`src/rtl/bus_rr_xfer_pkg.sv`:
```
// Shared types and dest-decoding helpers for the round-robin transfer bus.
package bus_rr_xfer_pkg;

  typedef enum logic [1:0] {
    IDLE = 2'd0,
    XFER = 2'd1,
    DONE = 2'd2
  } bus_state_t;

  // Dest equal to the processor count addresses every processor except the source.
  function automatic logic is_broadcast(input int unsigned dest, input int unsigned num_proc);
    return dest == num_proc;
  endfunction

  function automatic logic dest_valid(input int unsigned dest, input int unsigned num_proc);
    return dest <= num_proc;
  endfunction

endpackage

```
`src/rtl/bus_rr_xfer_if.sv`:
```
// Request/grant/delivery signals between the processors and the shared bus.
interface bus_rr_xfer_if #(
  parameter int unsigned NUM_PROC = 4
);
  localparam int unsigned IDX_W  = $clog2(NUM_PROC);
  localparam int unsigned DEST_W = IDX_W + 1;

  logic [NUM_PROC-1:0]             request;
  logic [NUM_PROC-1:0][DEST_W-1:0] request_dest;
  logic [NUM_PROC-1:0]             request_grant;
  logic                            processed_request;
  logic [NUM_PROC-1:0]             request_avail;
  logic                            drop_err;
  logic                            busy;
  logic [IDX_W-1:0]                owner;

  modport master (
    output request, request_dest,
    input  request_grant, processed_request, request_avail, drop_err, busy, owner
  );

  modport slave (
    input  request, request_dest,
    output request_grant, processed_request, request_avail, drop_err, busy, owner
  );

endinterface

```
`src/rtl/bus_rr_xfer_rr_arbiter.sv`:
```
// Combinational round-robin pick: first set request after ptr, wrapping mod N.
module rr_arbiter #(
  parameter  int unsigned N     = 4,
  localparam int unsigned IDX_W = $clog2(N)
) (
  input  logic [N-1:0]     req,
  input  logic [IDX_W-1:0] ptr,
  output logic [N-1:0]     gnt_onehot,
  output logic [IDX_W-1:0] gnt_idx,
  output logic             any
);

  logic             found;
  logic [IDX_W-1:0] sel;

  // ptr itself is scanned last, so the previous winner has lowest priority.
  always_comb begin
    gnt_onehot = '0;
    gnt_idx    = '0;
    found      = 1'b0;
    sel        = '0;
    for (int unsigned off = 1; off <= N; off++) begin
      sel = IDX_W'((32'(ptr) + off) % N);
      if (!found && req[sel]) begin
        found           = 1'b1;
        gnt_idx         = sel;
        gnt_onehot[sel] = 1'b1;
      end
    end
  end

  assign any = |req;

endmodule

```
`src/rtl/bus_rr_xfer.sv`:
```
// Shared bus: round-robin arbitration, fixed BUS_CYCLES occupancy, unicast/broadcast delivery.
module bus_rr_xfer
  import bus_rr_xfer_pkg::*;
#(
  parameter int unsigned NUM_PROC   = 4,
  parameter int unsigned BUS_CYCLES = 3
) (
  input logic          clk,
  input logic          rst,
  bus_rr_xfer_if.slave bus
);

  localparam int unsigned     IDX_W    = $clog2(NUM_PROC);
  localparam int unsigned     DEST_W   = IDX_W + 1;
  localparam int unsigned     CNT_W    = $clog2(BUS_CYCLES + 1);
  localparam logic [IDX_W-1:0] PTR_RST  = IDX_W'(NUM_PROC - 1);
  localparam logic [CNT_W-1:0] CNT_LOAD = CNT_W'(BUS_CYCLES - 1);

  bus_state_t          state_q, state_d;
  logic [CNT_W-1:0]    cnt_q, cnt_d;
  logic [DEST_W-1:0]   dest_q, dest_d;
  logic [IDX_W-1:0]    rr_ptr_q, rr_ptr_d;
  logic [IDX_W-1:0]    owner_q, owner_d;
  logic [NUM_PROC-1:0] grant_q, grant_d;
  logic [NUM_PROC-1:0] avail_q, avail_d;
  logic                processed_q, processed_d;
  logic                drop_err_q, drop_err_d;
  logic                busy_q, busy_d;

  logic [NUM_PROC-1:0] arb_onehot;
  logic [IDX_W-1:0]    arb_idx;
  logic                arb_any;

  rr_arbiter #(.N(NUM_PROC)) u_arb (
    .req        (bus.request),
    .ptr        (rr_ptr_q),
    .gnt_onehot (arb_onehot),
    .gnt_idx    (arb_idx),
    .any        (arb_any)
  );

  // Next-state and output decode; pulses default low and last one cycle.
  always_comb begin
    state_d     = state_q;
    cnt_d       = cnt_q;
    dest_d      = dest_q;
    rr_ptr_d    = rr_ptr_q;
    owner_d     = owner_q;
    grant_d     = '0;
    avail_d     = '0;
    processed_d = 1'b0;
    drop_err_d  = 1'b0;

    unique case (state_q)
      IDLE: begin
        if (arb_any) begin
          grant_d  = arb_onehot;
          owner_d  = arb_idx;
          rr_ptr_d = arb_idx;
          dest_d   = bus.request_dest[arb_idx];
          cnt_d    = CNT_LOAD;
          state_d  = XFER;
        end
      end
      XFER: begin
        if (cnt_q == '0) begin
          state_d     = DONE;
          processed_d = 1'b1;
          if (!dest_valid(32'(dest_q), NUM_PROC)) begin
            drop_err_d = 1'b1;
          end else if (is_broadcast(32'(dest_q), NUM_PROC)) begin
            avail_d = ~(NUM_PROC'(1) << owner_q);
          end else begin
            avail_d = NUM_PROC'(1) << dest_q;
          end
        end else begin
          cnt_d = cnt_q - CNT_W'(1);
        end
      end
      DONE: begin
        state_d = IDLE;
      end
      default: begin
        state_d = IDLE;
      end
    endcase

    busy_d = (state_d != IDLE);
  end

  always_ff @(posedge clk) begin
    if (rst) begin
      state_q     <= IDLE;
      cnt_q       <= '0;
      dest_q      <= '0;
      rr_ptr_q    <= PTR_RST;
      owner_q     <= '0;
      grant_q     <= '0;
      avail_q     <= '0;
      processed_q <= 1'b0;
      drop_err_q  <= 1'b0;
      busy_q      <= 1'b0;
    end else begin
      state_q     <= state_d;
      cnt_q       <= cnt_d;
      dest_q      <= dest_d;
      rr_ptr_q    <= rr_ptr_d;
      owner_q     <= owner_d;
      grant_q     <= grant_d;
      avail_q     <= avail_d;
      processed_q <= processed_d;
      drop_err_q  <= drop_err_d;
      busy_q      <= busy_d;
    end
  end

  assign bus.request_grant     = grant_q;
  assign bus.request_avail     = avail_q;
  assign bus.processed_request = processed_q;
  assign bus.drop_err          = drop_err_q;
  assign bus.busy              = busy_q;
  assign bus.owner             = owner_q;

endmodule

```
`src/flat_wrapper.sv`:
```
// flat-port wrapper written by rule: the top's interface ports become plain ports
module bus_rr_xfer_flat import bus_rr_xfer_pkg::*;
#(
  parameter int unsigned NUM_PROC   = 4,
  parameter int unsigned BUS_CYCLES = 3
)
  (clk, rst, bus_request, bus_request_dest, bus_request_grant, bus_processed_request, bus_request_avail, bus_drop_err, bus_busy, bus_owner);
  bus_rr_xfer_if #(.NUM_PROC(NUM_PROC)) bus_i ();
  input logic clk;
  input logic rst;
  input wire logic [$bits(bus_i.request)-1:0] bus_request;
  input wire logic [$bits(bus_i.request_dest)-1:0] bus_request_dest;
  output wire logic [$bits(bus_i.request_grant)-1:0] bus_request_grant;
  output wire logic [$bits(bus_i.processed_request)-1:0] bus_processed_request;
  output wire logic [$bits(bus_i.request_avail)-1:0] bus_request_avail;
  output wire logic [$bits(bus_i.drop_err)-1:0] bus_drop_err;
  output wire logic [$bits(bus_i.busy)-1:0] bus_busy;
  output wire logic [$bits(bus_i.owner)-1:0] bus_owner;
  assign bus_i.request = bus_request;
  assign bus_i.request_dest = bus_request_dest;
  assign bus_request_grant = bus_i.request_grant;
  assign bus_processed_request = bus_i.processed_request;
  assign bus_request_avail = bus_i.request_avail;
  assign bus_drop_err = bus_i.drop_err;
  assign bus_busy = bus_i.busy;
  assign bus_owner = bus_i.owner;
  bus_rr_xfer #(.NUM_PROC(NUM_PROC), .BUS_CYCLES(BUS_CYCLES)) u_core (.clk(clk), .rst(rst), .bus(bus_i));
endmodule
```
`config.mk`:
```
export PLATFORM = sky130hd
export DESIGN_NAME = bus_rr_xfer_flat
export DESIGN_NICKNAME = d
export VERILOG_FILES = /design/src/rtl/bus_rr_xfer_pkg.sv /design/src/rtl/bus_rr_xfer_if.sv /design/src/rtl/bus_rr_xfer_rr_arbiter.sv /design/src/rtl/bus_rr_xfer.sv /design/src/flat_wrapper.sv
export SDC_FILE = /design/constraint.sdc
export NUM_CORES = 1
export LEC_CHECK = 0
export BUFFER_PORTS_ARGS = -buffer_cell sky130_fd_sc_hd__buf_2
export CORE_ASPECT_RATIO = 0.75
export CORE_MARGIN = 2
export CORE_UTILIZATION = 50
export CTS_CLUSTER_SIZE = 14
export DETAILED_ROUTE_END_ITERATION = 8
export PLACE_DENSITY = 0.74
export SYNTH_ARGS = -nofsm -noshare
export SYNTH_HDL_FRONTEND = slang
export SYNTH_SLANG_ARGS = --single-unit
```
`constraint.sdc`:
```
create_clock -name clk -period 4.2 [get_ports clk]
set_input_delay 0.42 -clock clk [delete_from_list [all_inputs] [get_ports clk]]
set_output_delay 0.42 -clock clk [all_outputs]
set_load 0.03 [all_outputs]
```
==> Word-level counts from Yosys, hierarchy flattened <==
Cells that the tools add are included.
{ "classes": {"addsub": 5, "magnitude_cmp": 10, "eq_ne": 4, "shifts": 2, "mux": 38, "n_bitwise": 9, "n_reduce_logical": 21} }
{ "ops": {"columns": ["operator", "n"], "rows": [
  ["$mux W4", 5],
  ["$mux W2", 8],
  ["$lt A2 B3 Y1 const B", 5],
  ["$mux W1", 13],
  ["$or A4 B4 Y4", 3],
  ["$bmux W1 S2", 4],
  ["$demux W1 S2", 4],
  ["$ge A2 B1 Y1 const B", 4],
  ["$pmux W2 S2", 2],
  ["$reduce_or A4 Y1", 2],
  ["$logic_and A1 B1 Y1", 7],
  ["$bmux W3 S2", 1],
  ["$reduce_or A3 Y1", 2],
  ["$not A1 Y1", 5],
  ["$add A2 B1 Y2 const B", 2],
  ["$add A2 B2 Y2 const B", 2],
  ["$logic_not A2 Y1", 2],
  ["$not A4 Y4", 1],
  ["$reduce_bool A2 Y1", 2],
  ["$shl A1 B2 Y4 const A", 1],
  ["$shl A1 B3 Y4 const A", 1],
  ["$eq A3 B3 Y1 const B", 1],
  ["$le A3 B3 Y1 const B", 1],
  ["$logic_not A1 Y1", 3],
  ["8 further kinds", 8]
]} }
{ "word_totals": {"regBits": 22, "input_bits": 18, "out_inout_bits": 13} }

==> Longest topological paths before layout <==
{ "logic_depth": {"depth_word": 15, "depth_mapped": 11, "ltp_nobuf": 8} }

==> By module <==
Synthesis repeated with hierarchy kept, for this count alone.
{ "unflattened": {"hier_cells": 160, "area_unflattened_um2": 1442.6} }
{ "modules_own_cells": {"columns": ["mod", "n_inst", "cells_each", "area_per_inst_um2", "seq_area_each_um2"], "rows": [
  ["bus_rr_xfer", 1, 90, 902.1, 440.4],
  ["rr_arbiter", 1, 70, 540.5, 0.0]
]} }

==> Worst setup path after synthesis <==
No wires, ideal clock.
{ "synth_path": {"path_type": "register -> register", "from": "register u_core.rr_ptr_q[1]", "to": "register u_core.dest_q[2]", "t_arrival_ns": 2.603, "required_time_ns": 4.074, "path_slack_ns": 1.471, "stages_incl_launch_ff": 11, "n_path_buf": 3, "synth_period_minus_slack_ns": 2.729, "cell_sequence": "dfxtp_1 clkbuf_1 inv_1 ha_1 buf_6 mux4_2 buf_6 o21bai_4 xnor2_4 mux2i_1 o221ai_2"} }
{ "synth_between": {"elab_chain_cells": 15} }
{ "synth_rtl": {"columns": ["item", "line_no", "text"], "rows": [
  ["from (decl)", "bus_rr_xfer.sv:22", "logic [IDX_W-1:0] rr_ptr_q, rr_ptr_d;"],
  ["from (signal assigned)", "bus_rr_xfer.sv:107", "rr_ptr_q <= rr_ptr_d;"],
  ["$add A2 B1 Y2", "bus_rr_xfer_rr_arbiter.sv:23", "sel = IDX_W'((32'(ptr) + off) % N);"],
  ["$bmux W1 S2", "bus_rr_xfer_rr_arbiter.sv:24", "if (!found && req[sel]) begin"],
  ["$mux W1 (implied by the code)", "bus_rr_xfer_rr_arbiter.sv:24", null],
  ["$mux W1", "bus_rr_xfer_rr_arbiter.sv:24", null],
  ["$logic_not A1 Y1", "bus_rr_xfer_rr_arbiter.sv:24", null],
  ["$logic_and A1 B1 Y1", "bus_rr_xfer_rr_arbiter.sv:24", null],
  ["$mux W1", "bus_rr_xfer_rr_arbiter.sv:24", null],
  ["$logic_not A1 Y1", "bus_rr_xfer_rr_arbiter.sv:24", null],
  ["$logic_and A1 B1 Y1", "bus_rr_xfer_rr_arbiter.sv:24", null],
  ["$mux W1", "bus_rr_xfer_rr_arbiter.sv:24", null],
  ["$logic_not A1 Y1", "bus_rr_xfer_rr_arbiter.sv:24", null],
  ["$logic_and A1 B1 Y1", "bus_rr_xfer_rr_arbiter.sv:24", null],
  ["$mux W2 *", "bus_rr_xfer_rr_arbiter.sv:24", null],
  ["$bmux W3 S2 *", "bus_rr_xfer.sv:60", "dest_d = bus.request_dest[arb_idx];"],
  ["$mux W3 (implied by the code) *", "bus_rr_xfer.sv:60", null],
  ["to (signal assigned)", "bus_rr_xfer.sv:106", "dest_q <= dest_d;"],
  ["to (decl)", "bus_rr_xfer.sv:21", "logic [DEST_W-1:0] dest_q, dest_d;"]
]} }
Mark *: on every way between the ends. The rest lies on a longest branch, timed or not. The select of a mux whose other input is x is not followed.
A chain may end at the register's enable or synchronous reset.

==> Final worst setup path <==
Ends and elaborated chain as after synthesis.

==> impl_metrics.csv <==
group,metric,value,unit
route,viasPerCell,5.793,
clocking,cts_resized,0,
floorplan,design.core.area,2663,µm²
pwr,p_sw_share,43.83,%
floorplan,start_util,53.29,%
logic_synthesis,ys.flop_type,"dfxtp_1",
pwr,power.switching,0.4493,mW
timing,final_hold_viol_count,0,
timing,max-slew-margin-rel,62.86,%
route,routed_wl,3068,µm
timing,finalMaxSlewViolations,0,
pwr,total_power,1.025,mW
logic_synthesis,ys_ff_latch,22,
final_layout,area_growth_syn_to_layout,12.08,%
logic_synthesis,yosys_warnings,0,
final_layout,final_nets,205,
pwr,seq_power_share,30.0,%
worst_hold_path,min_to,"u_core.dest_q[2]",
floorplan,die_h,50.14,µm
logic_synthesis,synth_cells,156,
global_route,grt_pass1_wl,5181,µm
route,dr.first_iter.drc_count,76,
clocking,root_buffer,"clkbuf_8",
worst_setup_path,worstPathRequired,4.35,ns
global_route,antenna_found_initial,0,
clocking,clk_pin_slew_worst_paths,0.08,ns
logic_synthesis,synth_top_family_by_area,"compound AO/OA/AOI/OAI gates",
route,post-route-drc-count,0,
clocking,cts-buffers-inserted,3,
final_layout,fin_area,1590,µm²
logic_synthesis,synth_adder_area_share,7.937,%
route,vias,1234,
final_layout,drive_gt1_share,27.12,%
logic_synthesis,synth_compound_area_share,21.25,%
route,dr.pass1.iters,4,
worst_setup_path,rr_endpoint,"u_core.dest_q[2]",
worst_setup_path,r2r_start,"u_core.rr_ptr_q[1]",
clocking,clock_sink_count,22,
route,ant_nets,0,
timing,rsz0062_at_grt,"no",
worst_hold_path,hp-class,"input port to register",
pwr,p_per_area,644.6,nW/µm²
logic_synthesis,synth_nets,183,
timing,finalSetupViolCount,0,
worst_setup_path,worst-setup-path-type,"register to register",
clocking,clk_latency,0.26,ns
worst_setup_path,cp-start-kind,"register",
place,post-dp-hpwl,2359,µm
clocking,htreeDepth,1,
place,dpl_cell_area,1535,µm²
timing,fin_crit,3.015,ns
pwr,internal-power,0.5757,mW
logic_synthesis,yosysSeqAreaShare,31.04,%
global_route,overflow,0,
run,drv_cap,0,
timing,period_share,71.77,%
logic_synthesis,synth_area,1419,µm²
pwr,clkPwrFrac,14.8,%
logic_synthesis,synthDistinctLibCells,42,
clocking,cts_tree,"done",
logic_synthesis,postSynthAreaPerCell,9.095,µm²
run_status,status,"finished clean",
pwr,ir_worst_vdd,0.2804,mV
timing,holdWs,0.4446,ns
logic_synthesis,synth_xor_area_share,1.940,%
global_route,first_global_vias,1146,
final_layout,num_antenna_cells,0,
clocking,hold_buffers,0,
floorplan,die_area,3284,µm²
worst_setup_path,end_kind,"register",
final_layout,mostFrequentLayoutCell,"buf_2",
timing,fin_setup_tns,0,ns
place,gp_congestion,0.9698,
worst_setup_path,critPathArrivalTime,3.16,ns
worst_hold_path,min_from,"bus_request_dest[5]",
timing,tightest_slew,0.5529,ns
global_route,grtUsageTotal,20.51,%
worst_setup_path,rrSetupSlack,1.19,ns
floorplan,ios,31,
global_route,grt_max_degree,19,
logic_synthesis,synthSimpleGateAreaFrac,18.25,%
logic_synthesis,synth.area.mux_share,11.11,%
route,wl_per_cell,14.40,µm
worst_setup_path,crit_fanout,11,
timing,fmax,331.7,MHz
worst_setup_path,reg2reg_depth,7,
logic_synthesis,async_flop_share,0,%
timing,clock-skew-final,0.003988,ns
final_layout,mostFrequentLayoutCells,"buf_2, nor2_1, dfxtp_1",
worst_hold_path,hold_depth,3,
clocking,postCtsSetupBuffers,0,
place,portBuffers,30,
pwr,leakage,0.7153,nW
pwr,combinationalPowerShare,55.3,%
floorplan,fp.dieW,65.51,µm
clocking,clockBufferDepth,2,
logic_synthesis,synth_edf_count,0,
floorplan,num_rows,16,
## stage by stage
step,utilization (%),worst slack [ns],instances
finish,59.73,1.185,213
global route,59.73,0.9818,213
CTS,59.73,1.181,213
detailed placement,57.66,1.195,209
global placement,57.66,1.398,209
floorplan,-,1.471,156
## worst max-delay path, stage by stage (launching register included)
cell and delay, ns:
dfxtp_1 0.54, inv_1 0.20, ha_1 0.51, mux4_2 0.69
o21bai_4 0.25, xnor2_4 0.29, mux2i_1 0.29, o221ai_2 0.13
## Yosys cell counts (2+ instances only)
library cell  count  share of area [%]
nor2_1           24                6.3
dfxtp_1          22                 31
ha_1              9                7.9
inv_1             9                2.4
mux2i_1           9                6.3
nor3_1            7                2.5
a21oi_1           6                2.1
a211oi_1          5                2.6
a221oi_1          5                3.1
nand2_1           5                1.3
a22oi_1           4                2.1
clkbuf_1          4                1.1
o21ai_0           4                1.4
buf_6             3                2.4
mux4_2            3                4.8
nand2b_1          3                1.3
buf_1             2               0.53
buf_4             2                1.1
clkbuf_2          2               0.71
nand3_1           2               0.71
nand3b_1          2                1.1
nor2b_1           2               0.88
o221ai_1          2                1.2
or3_1             2               0.88
## flip-flops by register name, summed over array words and instances, names as in the netlist
name,cells
u_core.bus.drop_err,1
u_core.bus.busy,1
u_core.bus.owner,2
u_core.rr_ptr_q,2
u_core.cnt_q,2
u_core.bus.request_grant,4
u_core.bus.request_avail,4
u_core.bus.processed_request,1
u_core.state_q,2
u_core.dest_q,3
## worst max path at each step
stage,from,end,slack [ns],depth (start not counted)
after global placement,u_core.rr_ptr_q[1],u_core.dest_q[2],1.40,7
after CTS,u_core.rr_ptr_q[1],u_core.dest_q[2],1.18,7
after floorplan,u_core.rr_ptr_q[1],u_core.dest_q[2],1.47,10
after global routing,u_core.rr_ptr_q[1],u_core.dest_q[2],0.98,7
final,u_core.rr_ptr_q[1],u_core.dest_q[2],1.19,7
after detailed placement,u_core.rr_ptr_q[1],u_core.dest_q[2],1.20,7
## power groups by stage
stage / Clock [mW] / Combinational (mW) / Sequential (mW)
after floorplan: 0 / 0.469 / 0.325
after global placement: 0 / 0.540 / 0.309
after detailed placement: 0 / 0.557 / 0.311
after CTS: 0.152 / 0.564 / 0.305
after global routing: 0.163 / 0.614 / 0.315
final: 0.151 / 0.566 / 0.307
## metal layers
layer | GRT usage (%) | routed length (µm)
met5 | 0 | 0
met4 | 6.597 | 56
met3 | 6.054 | 205
met2 | 34.52 | 1500
met1 | 25.28 | 1306
## kinds of logic after synthesis
logic type,after synthesis
compound gates,37
xor+xnor,1
fa+ha+maj,9
buf+inv,23
flops,22
mux,12
simple gates,52
## final cells by class
cell class	count	area [µm²]
fill	228	1072
multi-input combinational	111	858.3
sequential	22	440.4
timing repair buffer	31	157.7
clock buffer	4	55.05
tap	36	45.04
inverter	9	33.78
Note: power is estimated with default switching activity, not from simulation.
